File: src/rtl/clock_pkg.sv
`default_nettype none
// ============================================================================
//  Module      : clock_pkg
//  Description : Shared types and constants for the 12-hour BCD digital clock.
//                BCD digit type, field limits, the display-select encoding and
//                the hour-advance helper used by both auto-carry and the
//                manual hour button.
//  Revision    : 1.0  initial release
// ============================================================================
package clock_pkg;

  typedef logic [3:0] bcd_digit_t;

  localparam logic [7:0] SEC_MAX  = 8'h59;
  localparam logic [7:0] MIN_MAX  = 8'h59;
  localparam logic [7:0] HR_MAX   = 8'h12;
  localparam logic [7:0] HR_MIN   = 8'h01;
  localparam logic [7:0] RESET_HR = 8'h12;

  typedef enum logic [1:0] {
    SEL_SEC  = 2'b00,
    SEL_MIN  = 2'b01,
    SEL_HR   = 2'b10,
    SEL_STAT = 2'b11
  } disp_sel_t;

  // Next hour on a 12-hour dial, returned as {pm, tens, ones}.
  // 12 wraps to 01 without touching pm; 11 -> 12 flips AM/PM.
  function automatic logic [8:0] hour_next(input logic [7:0] hr, input logic pm);
    bcd_digit_t tens;
    bcd_digit_t ones;
    logic       pm_n;
    tens = hr[7:4];
    ones = hr[3:0];
    pm_n = pm;
    if (hr == HR_MAX) begin
      tens = HR_MIN[7:4];
      ones = HR_MIN[3:0];
    end else begin
      if (hr == 8'h11) pm_n = ~pm;
      if (ones == 4'd9) begin
        ones = 4'd0;
        tens = tens + 4'd1;
      end else begin
        ones = ones + 4'd1;
      end
    end
    return {pm_n, tens, ones};
  endfunction

endpackage
`default_nettype wire

File: src/rtl/clock_bcd_mod60.sv
`default_nettype none
// ============================================================================
//  Module      : clock_bcd_mod60
//  Description : Two-digit BCD counter 00..59 with increment, clear and a
//                carry-out that fires on the increment that wraps 59 -> 00.
//  Ports       : clk, rst   - clock, synchronous active-high reset
//                inc        - advance by one this cycle
//                clr        - force to 00 (wins over inc)
//                value[7:0] - {tens, ones} BCD
//                carry      - combinational, high when inc wraps 59 -> 00
//  Revision    : 1.0  initial release
// ============================================================================
module clock_bcd_mod60
  import clock_pkg::*;
(
  input  logic       clk,
  input  logic       rst,
  input  logic       inc,
  input  logic       clr,
  output logic [7:0] value,
  output logic       carry
);

  bcd_digit_t tens;
  bcd_digit_t ones;

  assign value = {tens, ones};
  assign carry = inc & ~clr & (value == SEC_MAX);

  always_ff @(posedge clk) begin
    if (rst || clr) begin
      tens <= 4'd0;
      ones <= 4'd0;
    end else if (inc) begin
      if (ones == 4'd9) begin
        ones <= 4'd0;
        tens <= (tens == 4'd5) ? 4'd0 : tens + 4'd1;
      end else begin
        ones <= ones + 4'd1;
      end
    end
  end

endmodule
`default_nettype wire

File: src/rtl/tt_um_ritish_behera_digital_clock.sv
`default_nettype none
// ============================================================================
//  Module      : tt_um_ritish_behera_digital_clock
//  Description : 12-hour hh:mm:ss AM/PM clock tile. Prescaler derives a
//                once-per-second tick; buttons are 2-flop synchronised and
//                rising-edge detected for manual setting.
//  Ports       : clk, rst  - clock, synchronous active-high reset
//                ena       - tile enable, 0 freezes every register
//                ui_in     - [0] set_mode [1] hour_inc [2] min_inc [3] sec_clr
//                            [5:4] display select, [7:6] unused
//                uo_out    - {tens, ones} BCD of the selected field
//                uio_in    - unused
//                uio_out   - [0] pm [1] sec_tick [2] set_mode [3] chime
//                uio_oe    - constant 8'h0F
//  Config      : CHIME_EN - when defined, chime is high for one second after
//                an auto-advance lands on mm:ss = 00:00
//  Revision    : 1.0  initial release
// ============================================================================
module tt_um_ritish_behera_digital_clock
  import clock_pkg::*;
#(
  parameter int CLK_DIV = 10_000_000
) (
  input  logic       clk,
  input  logic       rst,
  input  logic       ena,
  input  logic [7:0] ui_in,
  output logic [7:0] uo_out,
  input  logic [7:0] uio_in,
  output logic [7:0] uio_out,
  output logic [7:0] uio_oe
);

  localparam int            PW         = $clog2(CLK_DIV);
  localparam logic [PW-1:0] PRESC_LAST = PW'(CLK_DIV - 1);

  // ---------------- input synchronisers and edge detect ----------------
  logic [3:0] sync1;
  logic [3:0] sync2;
  logic [3:0] btn_prev;

  always_ff @(posedge clk) begin
    if (rst) begin
      sync1    <= 4'd0;
      sync2    <= 4'd0;
      btn_prev <= 4'd0;
    end else if (ena) begin
      sync1    <= ui_in[3:0];
      sync2    <= sync1;
      btn_prev <= sync2;
    end
  end

  logic [3:0] btn_rise;
  logic       set_mode;
  logic       sec_clr;
  logic       hr_btn;
  logic       min_btn;

  assign btn_rise = sync2 & ~btn_prev;
  assign set_mode = sync2[0];
  assign sec_clr  = ena & btn_rise[3];
  assign hr_btn   = ena & set_mode & btn_rise[1];
  assign min_btn  = ena & set_mode & btn_rise[2];

  // ---------------- prescaler and second tick ----------------
  logic [PW-1:0] presc;
  logic          sec_tick;
  logic          wrap;
  logic          advance;

  assign wrap    = (presc == PRESC_LAST);
  // sec_clr suppresses a coincident tick entirely.
  assign advance = ena & ~set_mode & ~btn_rise[3] & wrap;

  always_ff @(posedge clk) begin
    if (rst) begin
      presc    <= '0;
      sec_tick <= 1'b0;
    end else if (ena) begin
      if (btn_rise[3]) begin
        presc    <= '0;
        sec_tick <= 1'b0;
      end else if (set_mode) begin
        sec_tick <= 1'b0;
      end else if (wrap) begin
        presc    <= '0;
        sec_tick <= 1'b1;
      end else begin
        presc    <= presc + 1'b1;
        sec_tick <= 1'b0;
      end
    end
  end

  // ---------------- seconds / minutes ----------------
  logic [7:0] sec;
  logic [7:0] min;
  logic       sec_carry;
  logic       min_carry;

  clock_bcd_mod60 u_sec (
    .clk   (clk),
    .rst   (rst),
    .inc   (advance),
    .clr   (sec_clr),
    .value (sec),
    .carry (sec_carry)
  );

  // Auto carry and the manual button are mutually exclusive by set_mode.
  clock_bcd_mod60 u_min (
    .clk   (clk),
    .rst   (rst),
    .inc   (sec_carry | min_btn),
    .clr   (1'b0),
    .value (min),
    .carry (min_carry)
  );

  // ---------------- hours / pm ----------------
  logic [7:0] hr;
  logic       pm;
  logic       hr_inc;

  // Manual minute wraps never carry into hours.
  assign hr_inc = set_mode ? hr_btn : min_carry;

  always_ff @(posedge clk) begin
    if (rst) begin
      hr <= RESET_HR;
      pm <= 1'b0;
    end else if (hr_inc) begin
      {pm, hr} <= hour_next(hr, pm);
    end
  end

  // ---------------- chime ----------------
  logic chime;
`ifdef CHIME_EN
  logic [PW-1:0] chime_cnt;
  logic          top_of_hour;

  // Minute carry outside set mode only comes from an auto-advance.
  assign top_of_hour = min_carry & ~set_mode;

  always_ff @(posedge clk) begin
    if (rst) begin
      chime     <= 1'b0;
      chime_cnt <= '0;
    end else if (ena) begin
      if (top_of_hour) begin
        chime     <= 1'b1;
        chime_cnt <= '0;
      end else if (chime) begin
        if (chime_cnt == PRESC_LAST) chime <= 1'b0;
        else                         chime_cnt <= chime_cnt + 1'b1;
      end
    end
  end
`else
  assign chime = 1'b0;
`endif

  // ---------------- outputs ----------------
  always_comb begin
    uo_out = 8'h00;
    case (disp_sel_t'(ui_in[5:4]))
      SEL_SEC:  uo_out = sec;
      SEL_MIN:  uo_out = min;
      SEL_HR:   uo_out = hr;
      SEL_STAT: uo_out = {3'b000, pm, 4'h0};
      default:  uo_out = 8'h00;
    endcase
  end

  assign uio_out = {4'h0, chime, set_mode, sec_tick, pm};
  assign uio_oe  = 8'h0F;

  logic unused_inputs;
  assign unused_inputs = ^{uio_in, ui_in[7:6], MIN_MAX};

endmodule
`default_nettype wire

File: config.mk
export PLATFORM = sky130hd
export DESIGN_NAME = tt_um_ritish_behera_digital_clock
export DESIGN_NICKNAME = d
export VERILOG_FILES = /design/src/rtl/clock_pkg.sv /design/src/rtl/clock_bcd_mod60.sv /design/src/rtl/tt_um_ritish_behera_digital_clock.sv
export SDC_FILE = /design/constraint.sdc
export NUM_CORES = 1
export LEC_CHECK = 0
export ABC_AREA = 1
export BUFFER_PORTS_ARGS = -buffer_cell sky130_fd_sc_hd__buf_2
export CAP_MARGIN = 30
export CORE_UTILIZATION = 29
export CTS_CLUSTER_DIAMETER = 200
export DETAILED_ROUTE_END_ITERATION = 8
export GPL_TIMING_DRIVEN = 0
export HOLD_SLACK_MARGIN = 0.03
export PLACE_DENSITY_LB_ADDON = 0.08
export SYNTH_ARGS = -nofsm -noshare
export SYNTH_HDL_FRONTEND = slang
export SYNTH_HIERARCHICAL = 1
export SYNTH_SLANG_ARGS = --single-unit
File: constraint.sdc
create_clock -name clk -period 7.7 [get_ports clk]
set_input_delay 0 -clock clk [delete_from_list [all_inputs] [get_ports clk]]
set_output_delay 0 -clock clk [all_outputs]
set_load 0.03 [all_outputs]
==> metrics <==
outcome=finished, final reports clean; number of buffers and inverters on the critical path=4; # port buffers=19; die area=roughly 0.013 mm2; total track usage=0.147; WL met1=approximately 4.5 mm; Tot Pwr=0.000844 W; FFs w/ async S/R, synth=0; wire length on met3=between 300 and 400 um; CP cell instances=ha_1 -> nand2_2 -> inv_1 -> nand2_1 -> nor2_1 -> nand2_1 -> nor2_4 -> nand3b_1 -> inv_1 -> nand3_1 -> nor2_2 -> nand2_1 -> nor2_1 -> inv_1 -> o31ai_1 -> nand3_1 -> nor2_2 -> nand2_1 -> nor2_1 -> inv_1 -> o21ai_2 -> nand2_1 -> a22oi_1 -> o21ai_0; sequential area share after synthesis=0.341; die width=about 110 um; critical path type=reg2reg; post-synthesis cell count=535; CTS tree=built; Yosys Warn Count=6; Slowest cell on crit path=o21ai_2; routed vias=between 3000 and 4000; Most common cell on crit path=nand2_1; Placer Congestion=about 0.83; vias in the first global route=3009; synthesized area=around 0.0036 mm2; area growth from synthesis to layout=19.9%; Min-Delay Path Class=in2reg; Setup Viol. Count Final=0; detailed placement HPWL=about 6.7 mm; Clock Skews=about 0.0066 ns; Setup crit end kind=flop; maxcap violations=0; hold buffers post-CTS=4; cell taking the most area after synthesis=dfxtp_1; Worst Setup Start Kind=flop; VDD IR max=about 0.000086 V; Worst EP arrival=3.99 ns; Final Slew Violations=0; fmax=0.264 GHz; DRT iter0 DRCs=180; setup_tns=0 ns; pwr/cell area=roughly 200 mW/mm2; unrepaired setup endpoints after global routing=false; clock buffer depth=2; Crit path max-delay family=simple AND/OR/NAND/NOR gates; fillers=1286; final hold vios=0; post-CTS resize count=0; Initial Utilization=0.298; Main synth FF type=dfxtp_1; Synth top area share=0.341; Root Driver=clkbuf_16; clock transition at the registers of the reported paths=0.05 ns; share of post-route cells with drive strength above 1=0.175; top layer used by detailed routing=met4; Lkg Pwr=around 1.7 nW; WL final=around 8.7 mm; grt ovf=0; number of flops mapped to enable cells by yosys=0; Slew headroom=0.486; Final Critical Period=between 3 and 4 ns; Initial DRT Pass Iterations=5; final cycle utilization of the critical path=0.492; Final nets=between 600 and 700; critical path required time=roughly 7.9 ns; Sink Count=roughly 60; die height=113 um; antenna violations before repair=0; top cells by area, synth=dfxtp_1 (34%), nand2_1 (15%), nor2_1 (8.7%); met2 wire length=~3.7 mm; number of distinct library cells after synthesis=39; worst hold slack=roughly 0.058 ns; R2R setup slack=between 3 and 4 ns; htree depth=3; transition time of the tightest slew-check pin=0.764 ns; # rows=40; final antenna-violating net count=0; drt via density=about 4.5; Crit path largest cell delay=roughly 0.38 ns; Core Box Area=between 0.01 and 0.015 mm2; Mapped Avg Cell Area=6.69 um2; # DRC=0; # IOs=between 40 and 50; largest net degree at the start of global routing=11; CTS Buf Count=9; Post-CTS Setup Inserts=0; Synth Register Bits=61; Critical Path Fanout Max=9; worst skew pair latency=about 0.32 ns; first-pass GRT wire length=roughly 15 mm; ant diodes=0; Wirelength per Cell=11.8 um
## metrics by stage
stage          instance area, um2  setup WS [ns]   util  cells
2_1_floorplan                3630           4.75      -    548
3_3_place_gp                 3910           3.88  0.325    714
3_5_place_dp                 3910           3.88  0.325    714
4_1_cts                      4290           3.85  0.357    734
5_1_grt                      4290           3.34  0.357    734
6_report                     4290           3.91  0.357    734
## placed cells by master, fill, tap and decap left out, drive strengths merged
cell type and count:
nand3 38, buf 41, clkinv 2, or2 1, inv 55, and3 5, xnor2 1, nor3 16
nor3b 4, dfxtp 61, xor2 5, ha 3, bufbuf 1, a21o 1, nor4 1, o31ai 1
o21ai 19, nand4 12, o21bai 1, dlygate4sd3 4, a21oi 28, clkbuf 14, a22oi 1, nor2 99
nand3b 4, nand2 150, conb 15, a31oi 2, bufinv 2
## cell type report
type                            instances  area [um2]  area share
Tap cell                              147         184      0.0428
Sequential cell                        61        1220       0.284
Clock inverter                          3        65.1      0.0152
Inverter                               56         211      0.0493
Buffer                                 24         213      0.0495
Timing Repair Buffer                   23         135      0.0315
Clock buffer                           13         280      0.0653
Multi-Input combinational cell        407        1980       0.462
## cells by family (layout without fill, tap and decap cells)
family / Yosys count / in the layout / synth area share
DFF: 61 / 61 / 0.341
xor gates and xnor gates: 6 / 6 / 0.0147
adders and majority gates: 3 / 3 / 0.0105
AOI/OAI and AO/OA: 53 / 53 / 0.0797
and+or+nand+nor: 330 / 330 / 0.433
other: 2 / 15 / 0.00210
buffers and inverters: 80 / 119 / 0.118
## state kept, by name (all words and copies together) (netlist names)
name        flops
u_sec/ones      4
u_min/ones      4
sync1           4
u_min/tens      4
btn_prev        3
pm              1
u_sec/tens      4
sec_tick        1
hr              8
presc          24
sync2           4
## path summary, 6_finish.rpt
| kind | from | to | depth (start not counted) |
|---|---|---|---|
| hold / removal | rst | u_sec/tens[0] | 4 |
| hold reg to reg | btn_prev[2] | btn_prev[2] | 2 |
| setup reg to reg | presc[1] | hr[1] | 24 |
| setup / recovery | presc[1] | hr[1] | 24 |
## power by group
part	leakage, nW	switching (W)	internal, W	total [W]
logic	1.04	0.0000418	0.0000224	0.0000642
clock network	0.172	0.000138	0.000318	0.000456
registers	0.494	0.00000340	0.000321	0.000324
## tightest hold or removal path: cells and delay by family
family                 cells  cell delay (ns)
and+or+nand+nor            3             0.18
buffers and inverters      1             0.15
## cell usage after synthesis (all sizes together) (5+ instances only)
cell type	n
nand2	150
nor2	99
dfxtp	61
inv	55
nand3	38
a21oi	28
buf	22
o21ai	19
nor3	16
nand4	12
and3	5
xor2	5
## per-layer routing
layer / vias to the layer above / global-route usage
li1: 1776 / -
met1: 1458 / 0.211
met2: 54 / 0.217
met3: 9 / 0.0209
met4: 0 / 0.0658
met5: - / 0
No activity file was read; power rests on OpenSTA's default activity.
